==> src/rtl/enc_sched.sv <==
// enc_sched: round-robin scheduler sharing one byte-wide encryption engine
// between NUM_REQ requesters.
//
// The requester bytes are granted one per cycle and issued to the engine
// with their normalised direction and shift. A tag pipe follows each byte
// through the engine so that the result can be returned with its requester
// ID. The engine only advances on eng_en, so bubble enables are issued while
// any tagged byte is still in flight.
//
// Optional build macro:
//   ENC_SCHED_PRIO0_EN - requester 0 has strict priority over the others,
//                        which continue to share round-robin.
//
// Ports:
//   clock, rst          clock; asynchronous active-low reset
//   req_valid/ready     per-requester handshake (ready is combinational)
//   req_data            packed bytes, requester i at [8i+7:8i]
//   req_dir             packed 2-bit direction (11 is issued as 00)
//   req_shift           packed 5-bit raw shift (issued modulo 26)
//   flush_req           stop accepting and drain the engine
//   eng_en/din/direction/shift_num  registered engine inputs
//   eng_dout            engine result byte
//   rsp_valid/id/data   one-cycle tagged result
//   busy                FSM not idle
//   flush_done          one-cycle pulse when a drain completes
module enc_sched #(
  parameter int unsigned NUM_REQ = 4,
  parameter int unsigned ID_W    = 2,
  parameter int unsigned ENG_LAT = 4
) (
  input  logic                 clock,
  input  logic                 rst,
  input  logic [NUM_REQ-1:0]   req_valid,
  output logic [NUM_REQ-1:0]   req_ready,
  input  logic [NUM_REQ*8-1:0] req_data,
  input  logic [NUM_REQ*2-1:0] req_dir,
  input  logic [NUM_REQ*5-1:0] req_shift,
  input  logic                 flush_req,
  output logic                 eng_en,
  output logic [7:0]           eng_din,
  output logic [1:0]           eng_direction,
  output logic [4:0]           eng_shift_num,
  input  logic [7:0]           eng_dout,
  output logic                 rsp_valid,
  output logic [ID_W-1:0]      rsp_id,
  output logic [7:0]           rsp_data,
  output logic                 busy,
  output logic                 flush_done
);

  typedef enum logic [1:0] {
    S_IDLE,
    S_ACTIVE,
    S_DRAIN
  } state_t;

  state_t            r_state;
  state_t            w_state_nxt;
  logic              r_flush_done;
  logic              w_flush_done_nxt;

  logic [ID_W-1:0]   r_ptr;
  logic              w_found;
  logic [ID_W-1:0]   w_grant_id;
  logic              w_hs;

  logic [7:0]        w_sel_data;
  logic [1:0]        w_sel_dir;
  logic [4:0]        w_sel_shift;
  logic [1:0]        w_dir_norm;
  logic [4:0]        w_shift_norm;

  logic              r_eng_en;
  logic [7:0]        r_eng_din;
  logic [1:0]        r_eng_dir;
  logic [4:0]        r_eng_shift;

  // Tag of the byte currently on eng_din.
  logic              r_din_v;
  logic [ID_W-1:0]   r_din_id;
  // Entry ENG_LAT-1 only supplies rsp_id; its valid bit is never consulted,
  // so valids are kept for entries 0..ENG_LAT-2 only.
  logic [ENG_LAT-2:0] r_tag_v;
  logic [ID_W-1:0]   r_tag_id [ENG_LAT];
  logic              r_rsp_valid;
  logic              w_any_tag;

  // Arbitration: first valid requester at or after the round-robin pointer.
  always_comb begin
    w_found    = 1'b0;
    w_grant_id = '0;
    for (int unsigned k = 0; k < NUM_REQ; k++) begin
      for (int unsigned j = 0; j < NUM_REQ; j++) begin
        if (!w_found && req_valid[j] && (j == (32'(r_ptr) + k) % NUM_REQ)) begin
          w_found    = 1'b1;
          w_grant_id = ID_W'(j);
        end
      end
    end
`ifdef ENC_SCHED_PRIO0_EN
    if (req_valid[0]) begin
      w_found    = 1'b1;
      w_grant_id = '0;
    end
`endif
    w_hs = w_found && !flush_req && (r_state != S_DRAIN);
  end

  always_comb begin
    req_ready = '0;
    for (int unsigned i = 0; i < NUM_REQ; i++) begin
      req_ready[i] = w_hs && (32'(w_grant_id) == i);
    end
  end

  always_comb begin
    w_sel_data  = '0;
    w_sel_dir   = '0;
    w_sel_shift = '0;
    for (int unsigned i = 0; i < NUM_REQ; i++) begin
      if (32'(w_grant_id) == i) begin
        w_sel_data  = req_data[i*8 +: 8];
        w_sel_dir   = req_dir[i*2 +: 2];
        w_sel_shift = req_shift[i*5 +: 5];
      end
    end
  end

  assign w_dir_norm   = (w_sel_dir == 2'b11) ? 2'b00 : w_sel_dir;
  assign w_shift_norm = (w_sel_shift >= 5'd26) ? (w_sel_shift - 5'd26) : w_sel_shift;

  // The outgoing eng_din byte is counted as in flight, the response slot is not.
  assign w_any_tag = r_din_v | (|r_tag_v);

  always_ff @(posedge clock or negedge rst) begin
    if (!rst) begin
      r_ptr       <= '0;
      r_eng_en    <= 1'b0;
      r_eng_din   <= '0;
      r_eng_dir   <= '0;
      r_eng_shift <= '0;
      r_din_v     <= 1'b0;
      r_din_id    <= '0;
      r_tag_v     <= '0;
      for (int unsigned i = 0; i < ENG_LAT; i++) begin
        r_tag_id[i] <= '0;
      end
      r_rsp_valid <= 1'b0;
    end else begin
      if (w_hs) begin
        r_ptr       <= (32'(w_grant_id) == NUM_REQ - 1) ? '0 : w_grant_id + 1'b1;
        r_eng_en    <= 1'b1;
        r_eng_din   <= w_sel_data;
        r_eng_dir   <= w_dir_norm;
        r_eng_shift <= w_shift_norm;
        r_din_v     <= 1'b1;
        r_din_id    <= w_grant_id;
      end else begin
        // Bubble while anything is in flight, otherwise let the engine idle.
        r_eng_en    <= w_any_tag;
        r_eng_din   <= '0;
        r_eng_dir   <= '0;
        r_eng_shift <= '0;
        r_din_v     <= 1'b0;
        r_din_id    <= '0;
      end

      if (r_eng_en) begin
        r_tag_v[0]  <= r_din_v;
        r_tag_id[0] <= r_din_id;
        for (int unsigned i = 1; i < ENG_LAT - 1; i++) begin
          r_tag_v[i] <= r_tag_v[i-1];
        end
        for (int unsigned i = 1; i < ENG_LAT; i++) begin
          r_tag_id[i] <= r_tag_id[i-1];
        end
        r_rsp_valid <= r_tag_v[ENG_LAT-2];
      end else begin
        r_rsp_valid <= 1'b0;
      end
    end
  end

  always_comb begin
    w_state_nxt      = r_state;
    w_flush_done_nxt = 1'b0;
    case (r_state)
      S_IDLE: begin
        if (flush_req) begin
          w_flush_done_nxt = 1'b1;
        end else if (|req_valid) begin
          w_state_nxt = S_ACTIVE;
        end
      end
      S_ACTIVE: begin
        if (flush_req) begin
          w_state_nxt = S_DRAIN;
        end else if (!w_any_tag && !(|req_valid)) begin
          w_state_nxt = S_IDLE;
        end
      end
      S_DRAIN: begin
        if (!w_any_tag) begin
          w_flush_done_nxt = 1'b1;
          w_state_nxt      = S_IDLE;
        end
      end
      default: begin
        w_state_nxt = S_IDLE;
      end
    endcase
  end

  always_ff @(posedge clock or negedge rst) begin
    if (!rst) begin
      r_state      <= S_IDLE;
      r_flush_done <= 1'b0;
    end else begin
      r_state      <= w_state_nxt;
      r_flush_done <= w_flush_done_nxt;
    end
  end

  assign eng_en        = r_eng_en;
  assign eng_din       = r_eng_din;
  assign eng_direction = r_eng_dir;
  assign eng_shift_num = r_eng_shift;
  assign rsp_valid     = r_rsp_valid;
  assign rsp_id        = r_tag_id[ENG_LAT-1];
  assign rsp_data      = eng_dout;
  assign busy          = (r_state != S_IDLE);
  assign flush_done    = r_flush_done;

endmodule

==> config.mk <==
export PLATFORM = sky130hd
export DESIGN_NAME = enc_sched
export DESIGN_NICKNAME = d
export VERILOG_FILES = /design/src/rtl/enc_sched.sv
export SDC_FILE = /design/constraint.sdc
export NUM_CORES = 1
export LEC_CHECK = 0
export BUFFER_PORTS_ARGS = -buffer_cell sky130_fd_sc_hd__buf_2
export CORE_ASPECT_RATIO = 1.4
export CORE_UTILIZATION = 46
export CTS_CLUSTER_SIZE = 40
export DETAILED_ROUTE_END_ITERATION = 8
export PLACE_DENSITY = 0.89
export SLEW_MARGIN = 10
export SYNTH_ARGS = -nofsm -noshare
export SYNTH_HDL_FRONTEND = slang
export SYNTH_SLANG_ARGS = --single-unit
==> constraint.sdc <==
create_clock -name clock -period 3.3 [get_ports clock]
set_input_delay 0.165 -clock clock [delete_from_list [all_inputs] [get_ports clock]]
set_output_delay 0.165 -clock clock [all_outputs]
set_load 0.01 [all_outputs]
==> results of run 1 <==
## layout by cell type (no fill, tap or decap), types with 7 or more instances in the layout
| cell type | netlist | routed |
|---|---|---|
| sky130_fd_sc_hd__a21oi_1 | 26 | 26 |
| sky130_fd_sc_hd__and2_1 | 13 | 13 |
| sky130_fd_sc_hd__buf_2 | 4 | 91 |
| sky130_fd_sc_hd__clkbuf_8 | 0 | 7 |
| sky130_fd_sc_hd__dfrtp_1 | 36 | 36 |
| sky130_fd_sc_hd__inv_1 | 10 | 10 |
| sky130_fd_sc_hd__mux2_2 | 12 | 12 |
| sky130_fd_sc_hd__nand2_1 | 34 | 34 |
| sky130_fd_sc_hd__nand3b_1 | 12 | 12 |
| sky130_fd_sc_hd__nor2_1 | 8 | 8 |
| sky130_fd_sc_hd__o21ai_0 | 12 | 12 |
## sequential cells by signal (all words and copies together), names as in the netlist
signal and cells:
eng_din 8, r_tag_id 6, eng_shift_num 5, r_tag_v 3
eng_direction 2, r_din_id 2, r_ptr 2, r_state 2
rsp_id 2, eng_en 1, flush_done 1, r_din_v 1
rsp_valid 1
## kinds of logic after synthesis
logic type	share of synthesized area [%]
AO/OA/AOI/OAI	17.3
adder cells (fa/ha/maj)	2.91
buffers and inverters	9.02
flip-flops	41.9
multiplexers	6.75
AND/OR/NAND/NOR	22.1
## power by group
group,internal (W),total (W),switching (W)
Clock,0.000186,0.000322,0.000137
Sequential,0.000598,0.000687,0.0000887
Combinational,0.000468,0.00104,0.000573
Total,0.00125,0.00205,0.000798
## area by class of cell
cell class / instances / share of cell area [%]
multi-input combinational: 162 / 39.6
sequential: 36 / 33.8
timing repair buffer: 96 / 18.6
clock buffer: 7 / 3.61
tap: 62 / 2.91
inverter: 11 / 1.55
## worst max-delay path by stage
stage,startpoint,endpoint,slack [ns],depth (start not counted)
floorplan,r_ptr[0],eng_shift_num[1],0.61,12
finish,r_ptr[1],eng_shift_num[1],0.38,12
detailed placement,r_ptr[1],eng_shift_num[1],0.43,12
global route,r_ptr[0],eng_shift_num[1],0.12,12
CTS,r_ptr[1],eng_shift_num[1],0.42,12
global placement,r_ptr[1],eng_shift_num[1],0.60,12
## worst max-delay path, stage by stage, from the launching register on
cell and delay [ns]:
sky130_fd_sc_hd__dfrtp_1 0.42, sky130_fd_sc_hd__nand2_1 0.07, sky130_fd_sc_hd__nand2_1 0.07, sky130_fd_sc_hd__a21oi_1 0.07, sky130_fd_sc_hd__o22ai_1 0.33, sky130_fd_sc_hd__ha_1 0.29
sky130_fd_sc_hd__buf_4 0.28, sky130_fd_sc_hd__nand2_1 0.08, sky130_fd_sc_hd__a31oi_1 0.27, sky130_fd_sc_hd__inv_1 0.10, sky130_fd_sc_hd__ha_1 0.25, sky130_fd_sc_hd__or4b_4 0.55
sky130_fd_sc_hd__o211ai_2 0.07
## metal layers
layer  wire [um]  share of wire, %  GRT usage [%]  vias to the layer above
li1            -                 -              -                      950
met1        1920                40           24.3                      877
met2        2430                51           34.0                       70
met3         278               5.8           4.36                       18
met4         150               3.1           11.4                        0
met5           0                 0              0                        -
## metrics by stage
| stage | std cells | total power, W |
|---|---|---|
| 2_1_floorplan | 233 | 0.00147 |
| 3_3_place_gp | 366 | 0.00169 |
| 3_5_place_dp | 366 | 0.00173 |
| 4_1_cts | 374 | 0.00206 |
| 5_1_grt | 374 | 0.00222 |
| 6_report | 374 | 0.00205 |
## what timing repair did
action,in CTS,in global routing
hold buffers,1,0
endpoints found under the setup margin,0,0
endpoints found under the hold margin,36,0
==> impl_metrics.sql, run 1 <==
INSERT INTO impl_metrics (metric_group, metric, value, unit) VALUES
('global_route', 'total_global_routing_overflow', '0', ''),
('drt', 'via_count', '1915', ''),
('yosys', 'syn-num-nets', '313', ''),
('place', 'gp_routability_congestion', '0.878', ''),
('yosys', 'synth_seq_area_share', '41.9', '%'),
('timing', 'grt_setup_unrepaired', 'false', ''),
('min_path', 'hold_path_end', 'r_state[0]', ''),
('flow_run', 'drv_cap', '0', ''),
('timing', 'timing.final.crit_period', '2.92', 'ns'),
('yosys', 'netlist_area_before_placement', '2150', 'um2'),
('timing', 'report.final.slew_viol_count', '0', ''),
('cts', 'cts_root_buffer', 'sky130_fd_sc_hd__clkbuf_8', ''),
('yosys', 'postSynthCellCount', '233', ''),
('floorplan', 'die_height', '82.9', 'um'),
('drt', 'drc', '0', ''),
('cts', 'cts_max_path_buffers', '2', ''),
('global_route', 'grt_pass1_wl', '7.82', 'mm'),
('timing', 'max_freq', '0.342', 'GHz'),
('cts', 'cts_post_setup_buffers_inserted', '0', ''),
('timing', 'final_min_period_over_clock_period', '88.6', '%'),
('setup_path', 'ff2ff_path_depth', '12', ''),
('finish', 'regArea', '901', 'um2'),
('place', 'io_buffer_count', '91', ''),
('min_path', 'worst_hold_path_type', 'in2reg', ''),
('setup_path', 'worst_setup_path_category', 'reg2reg', ''),
('setup_path', 'timing.rr.end', 'eng_shift_num[1]', ''),
('drt', 'postRouteAntennaNets', '0', ''),
('timing', 'fin_hold_ws', '0.0891', 'ns'),
('setup_path', 'setup.worst_path.start_class', 'flip-flop', ''),
('finish', 'layout_filler_cell_count', '407', ''),
('place', 'placed_cell_area', '2560', 'um2'),
('finish', 'antennaDiodeCount', '0', ''),
('yosys', 'syn_avg_cell_area', '9.23', 'um2'),
('global_route', 'all_layer_global_routing_usage', '20.7', '%'),
('yosys', 'synthesis.yosys.warnings', '0', ''),
('power_and_ir_drop', 'static-leakage-power', '1.37', 'nW'),
('floorplan', 'io_pins', '108', ''),
('setup_path', 'reg2reg_setup_slack', '0.38', 'ns'),
('setup_path', 'worst-endpoint-arrival', '3.13', 'ns'),
('yosys', 'synth_common_cells', 'sky130_fd_sc_hd__dfrtp_1 (36), sky130_fd_sc_hd__nand2_1 (34), sky130_fd_sc_hd__a21oi_1 (26)', ''),
('timing', 'finalSetupViolations', '0', ''),
('floorplan', 'fp.dieArea', '4960', 'um2'),
('cts', 'number_of_buffers_created_by_cts', '5', ''),
('timing', 'worst_slew_margin_rel', '49.7', '%'),
('power_and_ir_drop', 'power-per-cell-area', '768', 'nW/um2'),
('cts', 'clk_pin_slew_worst_paths', '0.07', 'ns'),
('cts', 'cts_tree', 'yes', ''),
('yosys', 'post-synth-top-area-cell', 'sky130_fd_sc_hd__dfrtp_1', ''),
('setup_path', 'rr_startpoint', 'r_ptr[1]', ''),
('yosys', 'flip_flop_and_latch_count_after_synthesis', '36', ''),
('drt', 'firstDrtPassIters', '4', ''),
('global_route', 'initial_antenna_violation_count', '0', ''),
('cts', 'cts-htree-levels', '2', ''),
('timing', 'fin_ws', '0.376', 'ns'),
('global_route', 'grt_max_degree', '37', ''),
('drt', 'routedWlPerCell', '12.8', 'um'),
('setup_path', 'endpoint_kind', 'flip-flop', ''),
('min_path', 'worst_hold_startpoint', 'flush_req', ''),
('power_and_ir_drop', 'worst_ir_drop_vdd', '0.000368', 'V'),
('setup_path', 'crit_fanout', '30', ''),
('status', 'outcome', 'complete, no violations', ''),
('timing', 'clock_skew', '0.00419', 'ns'),
('place', 'place.detailed.hpwl', '3.71', 'mm'),
('finish', 'syn_to_final_growth', '24.0', '%'),
('place', 'place_ws', '0.434', 'ns'),
('timing', 'tns', '0', 'ns'),
('min_path', 'worst_hold_path.num_cells', '2', ''),
('cts', 'clock-sinks', '36', ''),
('yosys', 'ys_top_cells_by_area', 'sky130_fd_sc_hd__dfrtp_1 (42%), sky130_fd_sc_hd__mux2_2 (6.3%), sky130_fd_sc_hd__a21oi_1 (6.1%)', ''),
('floorplan', 'die_width', '59.8', 'um'),
('yosys', 'synth_most_common_cell', 'sky130_fd_sc_hd__dfrtp_1', '');
Power figures use the tool's default switching activity.
==> run 2, diff against run 1 <==
--- a/config.mk
+++ b/config.mk
@@ -11,7 +11,6 @@
 export CTS_CLUSTER_SIZE = 40
 export DETAILED_ROUTE_END_ITERATION = 8
 export PLACE_DENSITY = 0.89
-export SLEW_MARGIN = 10
 export SYNTH_ARGS = -nofsm -noshare
 export SYNTH_HDL_FRONTEND = slang
 export SYNTH_SLANG_ARGS = --single-unit
==> constraint.sdc (replaced) <==
create_clock -name clock -period 3.3 [get_ports clock]
set_input_delay 0.33 -clock clock [delete_from_list [all_inputs] [get_ports clock]]
set_output_delay 0.33 -clock clock [all_outputs]
set_load 0.01 [all_outputs]
==> impl_metrics.sql, run 2 (same netlist as run 1, synthesis figures left out) <==
INSERT INTO impl_metrics (metric_group, metric, value, unit) VALUES
('floorplan', 'io_pins', '108', ''),
('global_route', 'initial_antenna_violation_count', '0', ''),
('floorplan', 'die_height', '82.9', 'um'),
('drt', 'drc', '0', ''),
('cts', 'cts_tree', 'yes', ''),
('place', 'placed_cell_area', '2560', 'um2'),
('timing', 'tns', '0', 'ns'),
('place', 'io_buffer_count', '91', ''),
('finish', 'most_common_cell_after_layout_fill_and_taps_aside', 'sky130_fd_sc_hd__buf_2', ''),
('global_route', 'all_layer_global_routing_usage', '20.6', '%'),
('drt', 'postRouteAntennaNets', '0', ''),
('power_and_ir_drop', 'power_switching_share', '39.2', '%'),
('setup_path', 'path_buf_inv', '3', ''),
('cts', 'cts_post_setup_buffers_inserted', '0', ''),
('finish', 'largest_register_ffs', '8', ''),
('timing', 'grt_setup_unrepaired', 'false', ''),
('finish', 'layout.nets', '391', ''),
('place', 'place_inst', '366', ''),
('setup_path', 'crit_path_cell_trace', 'nor2_1 > a21oi_1 > o221ai_1 > inv_1 > ha_1 > inv_2 > o22ai_1 > a31oi_1 > inv_1 > ha_1 > or4b_4 > o211ai_2', ''),
('cts', 'ctsHoldBuffers', '0', ''),
('power_and_ir_drop', 'internal_dissipation', '0.00124', 'W'),
('timing', 'final_min_period_over_clock_period', '86.3', '%'),
('place', 'place.detailed.hpwl', '3.72', 'mm'),
('floorplan', 'initial_core_util', '47.8', '%'),
('setup_path', 'library_cell_contributing_the_largest_single_delay_on_the_critical_path', 'sky130_fd_sc_hd__or4b_4', ''),
('global_route', 'grt_max_degree', '37', ''),
('cts', 'number_of_buffers_created_by_cts', '5', ''),
('setup_path', 'worst_setup_path_category', 'reg2reg', ''),
('finish', 'post_route_cells_drive_above_1_share', '40.4', '%'),
('timing', 'clock_skew', '0.00545', 'ns'),
('cts', 'clock-sinks', '36', ''),
('timing', 'tightestPinTransition', '0.718', 'ns'),
('drt', 'detail_route.wirelength', '4.67', 'mm'),
('min_path', 'worst_hold_path_type', 'in2async', ''),
('setup_path', 'crit_fanout', '6', ''),
('power_and_ir_drop', 'worst_ir_drop_vdd', '0.000324', 'V'),
('setup_path', 'endpoint_kind', 'flip-flop', ''),
('drt', 'routedWlPerCell', '12.5', 'um'),
('setup_path', 'max_stage_delay', '0.55', 'ns'),
('timing', 'max_freq', '0.351', 'GHz'),
('timing', 'worst_slew_margin_rel', '52.2', '%'),
('setup_path', 'ff2ff_path_depth', '12', ''),
('power_and_ir_drop', 'static-leakage-power', '1.36', 'nW'),
('cts', 'cts_root_buffer', 'sky130_fd_sc_hd__clkbuf_8', ''),
('flow_run', 'drv_cap', '0', ''),
('floorplan', 'die_width', '59.8', 'um'),
('drt', 'firstDrtPassIters', '4', ''),
('floorplan', 'design.core.area', '4500', 'um2'),
('finish', 'finalInstanceArea', '2660', 'um2'),
('cts', 'cts_max_path_buffers', '2', ''),
('cts', 'clk_pin_slew_worst_paths', '0.07', 'ns'),
('setup_path', 'startpoint', 'r_ptr[0]', ''),
('global_route', 'total_global_routing_overflow', '0', ''),
('cts', 'clk_latency', '0.28', 'ns'),
('timing', 'hold_viol', '0', ''),
('floorplan', 'placementRows', '29', ''),
('power_and_ir_drop', 'power-per-cell-area', '768', 'nW/um2'),
('setup_path', 'required', '3.50', 'ns'),
('drt', 'via_count', '1901', ''),
('floorplan', 'fp.dieArea', '4960', 'um2'),
('cts', 'cts-htree-levels', '2', ''),
('finish', 'layout.cells.most_common_list', 'sky130_fd_sc_hd__buf_2 (91), sky130_fd_sc_hd__dfrtp_1 (36), sky130_fd_sc_hd__nand2_1 (34)', ''),
('timing', 'timing.final.crit_period', '2.85', 'ns'),
('setup_path', 'worst-endpoint-arrival', '3.05', 'ns'),
('finish', 'instances_no_fill', '374', ''),
('power_and_ir_drop', 'power.clock.fraction', '15.2', '%'),
('setup_path', 'setup.worst_path.start_class', 'flip-flop', ''),
('timing', 'finalSetupViolations', '0', ''),
('drt', 'first_iter_violations', '103', ''),
('place', 'gp_routability_congestion', '0.824', ''),
('cts', 'cts.repair.resized', '0', ''),
('drt', 'post_drt_via_cell_ratio', '5.08', ''),
('global_route', 'first_global_vias', '1791', ''),
('setup_path', 'crit_cells', '12', ''),
('status', 'outcome', 'complete, no violations', ''),
('global_route', 'grt_pass1_wl', '7.88', 'mm'),
('power_and_ir_drop', 'net-switching-power', '0.000799', 'W'),
('power_and_ir_drop', 'power_share_of_the_combinational_group', '51.1', '%'),
('power_and_ir_drop', 'pwr-share-seq', '33.7', '%'),
('finish', 'syn_to_final_growth', '23.4', '%'),
('setup_path', 'timing.critical_path.max_delay_family', 'compound AO/OA/AOI/OAI gates', ''),
('timing', 'report.final.slew_viol_count', '0', ''),
('setup_path', 'rr_startpoint', 'r_ptr[0]', ''),
('finish', 'antennaDiodeCount', '0', '');
run 2: worst paths after layout:
check	to	slack (ns)
setup / recovery	eng_shift_num[1]	0.45
hold / removal	r_state[1]	0.1
setup reg to reg	eng_shift_num[1]	0.45
hold reg to reg	r_tag_id[7]	0.48
max in group asynchronous	r_tag_v[2]	2.74
min in group clock	r_state[0]	0.26
run 2: per-stage QoR:
step                      total power [W]  utilization, %  worst slack (ns)  hold slack [ns]
after floorplan                   0.00147               -             0.611           0.0344
after global placement            0.00169            56.9             0.480            0.423
after detailed placement          0.00174            56.9             0.386            0.422
after CTS                         0.00205            59.0             0.454            0.115
after global routing              0.00220            59.0             0.154            0.160
final                             0.00204            59.0             0.452           0.0983
run 2: power by group through the flow:
stage	Sequential, W	Clock [W]	Combinational (W)
5_1_grt	0.000706	0.000332	0.00117
4_1_cts	0.000687	0.000317	0.00105
3_5_place_dp	0.000693	0	0.00104
2_1_floorplan	0.000706	0	0.000769
3_3_place_gp	0.000689	0	0.00100
6_report	0.000686	0.000310	0.00104
run 2: metal layers:
metal	global-route usage [%]	vias to the layer above	part of all wire [%]
met5	0	-	0
met1	24.9	872	42
met2	34.1	65	51
met4	9.51	0	2.4
met3	3.89	15	5.2
li1	-	949	-
run 2: cell type report:
cell class | instances | area [um2]
repair buffers | 95 | 485
fillers | 431 | 1840
multi-input cells | 162 | 1060
clock buffers | 7 | 86.3
flip-flops and latches | 36 | 901
clock inverters | 1 | 7.51
well taps | 62 | 77.6
inverters | 11 | 41.3
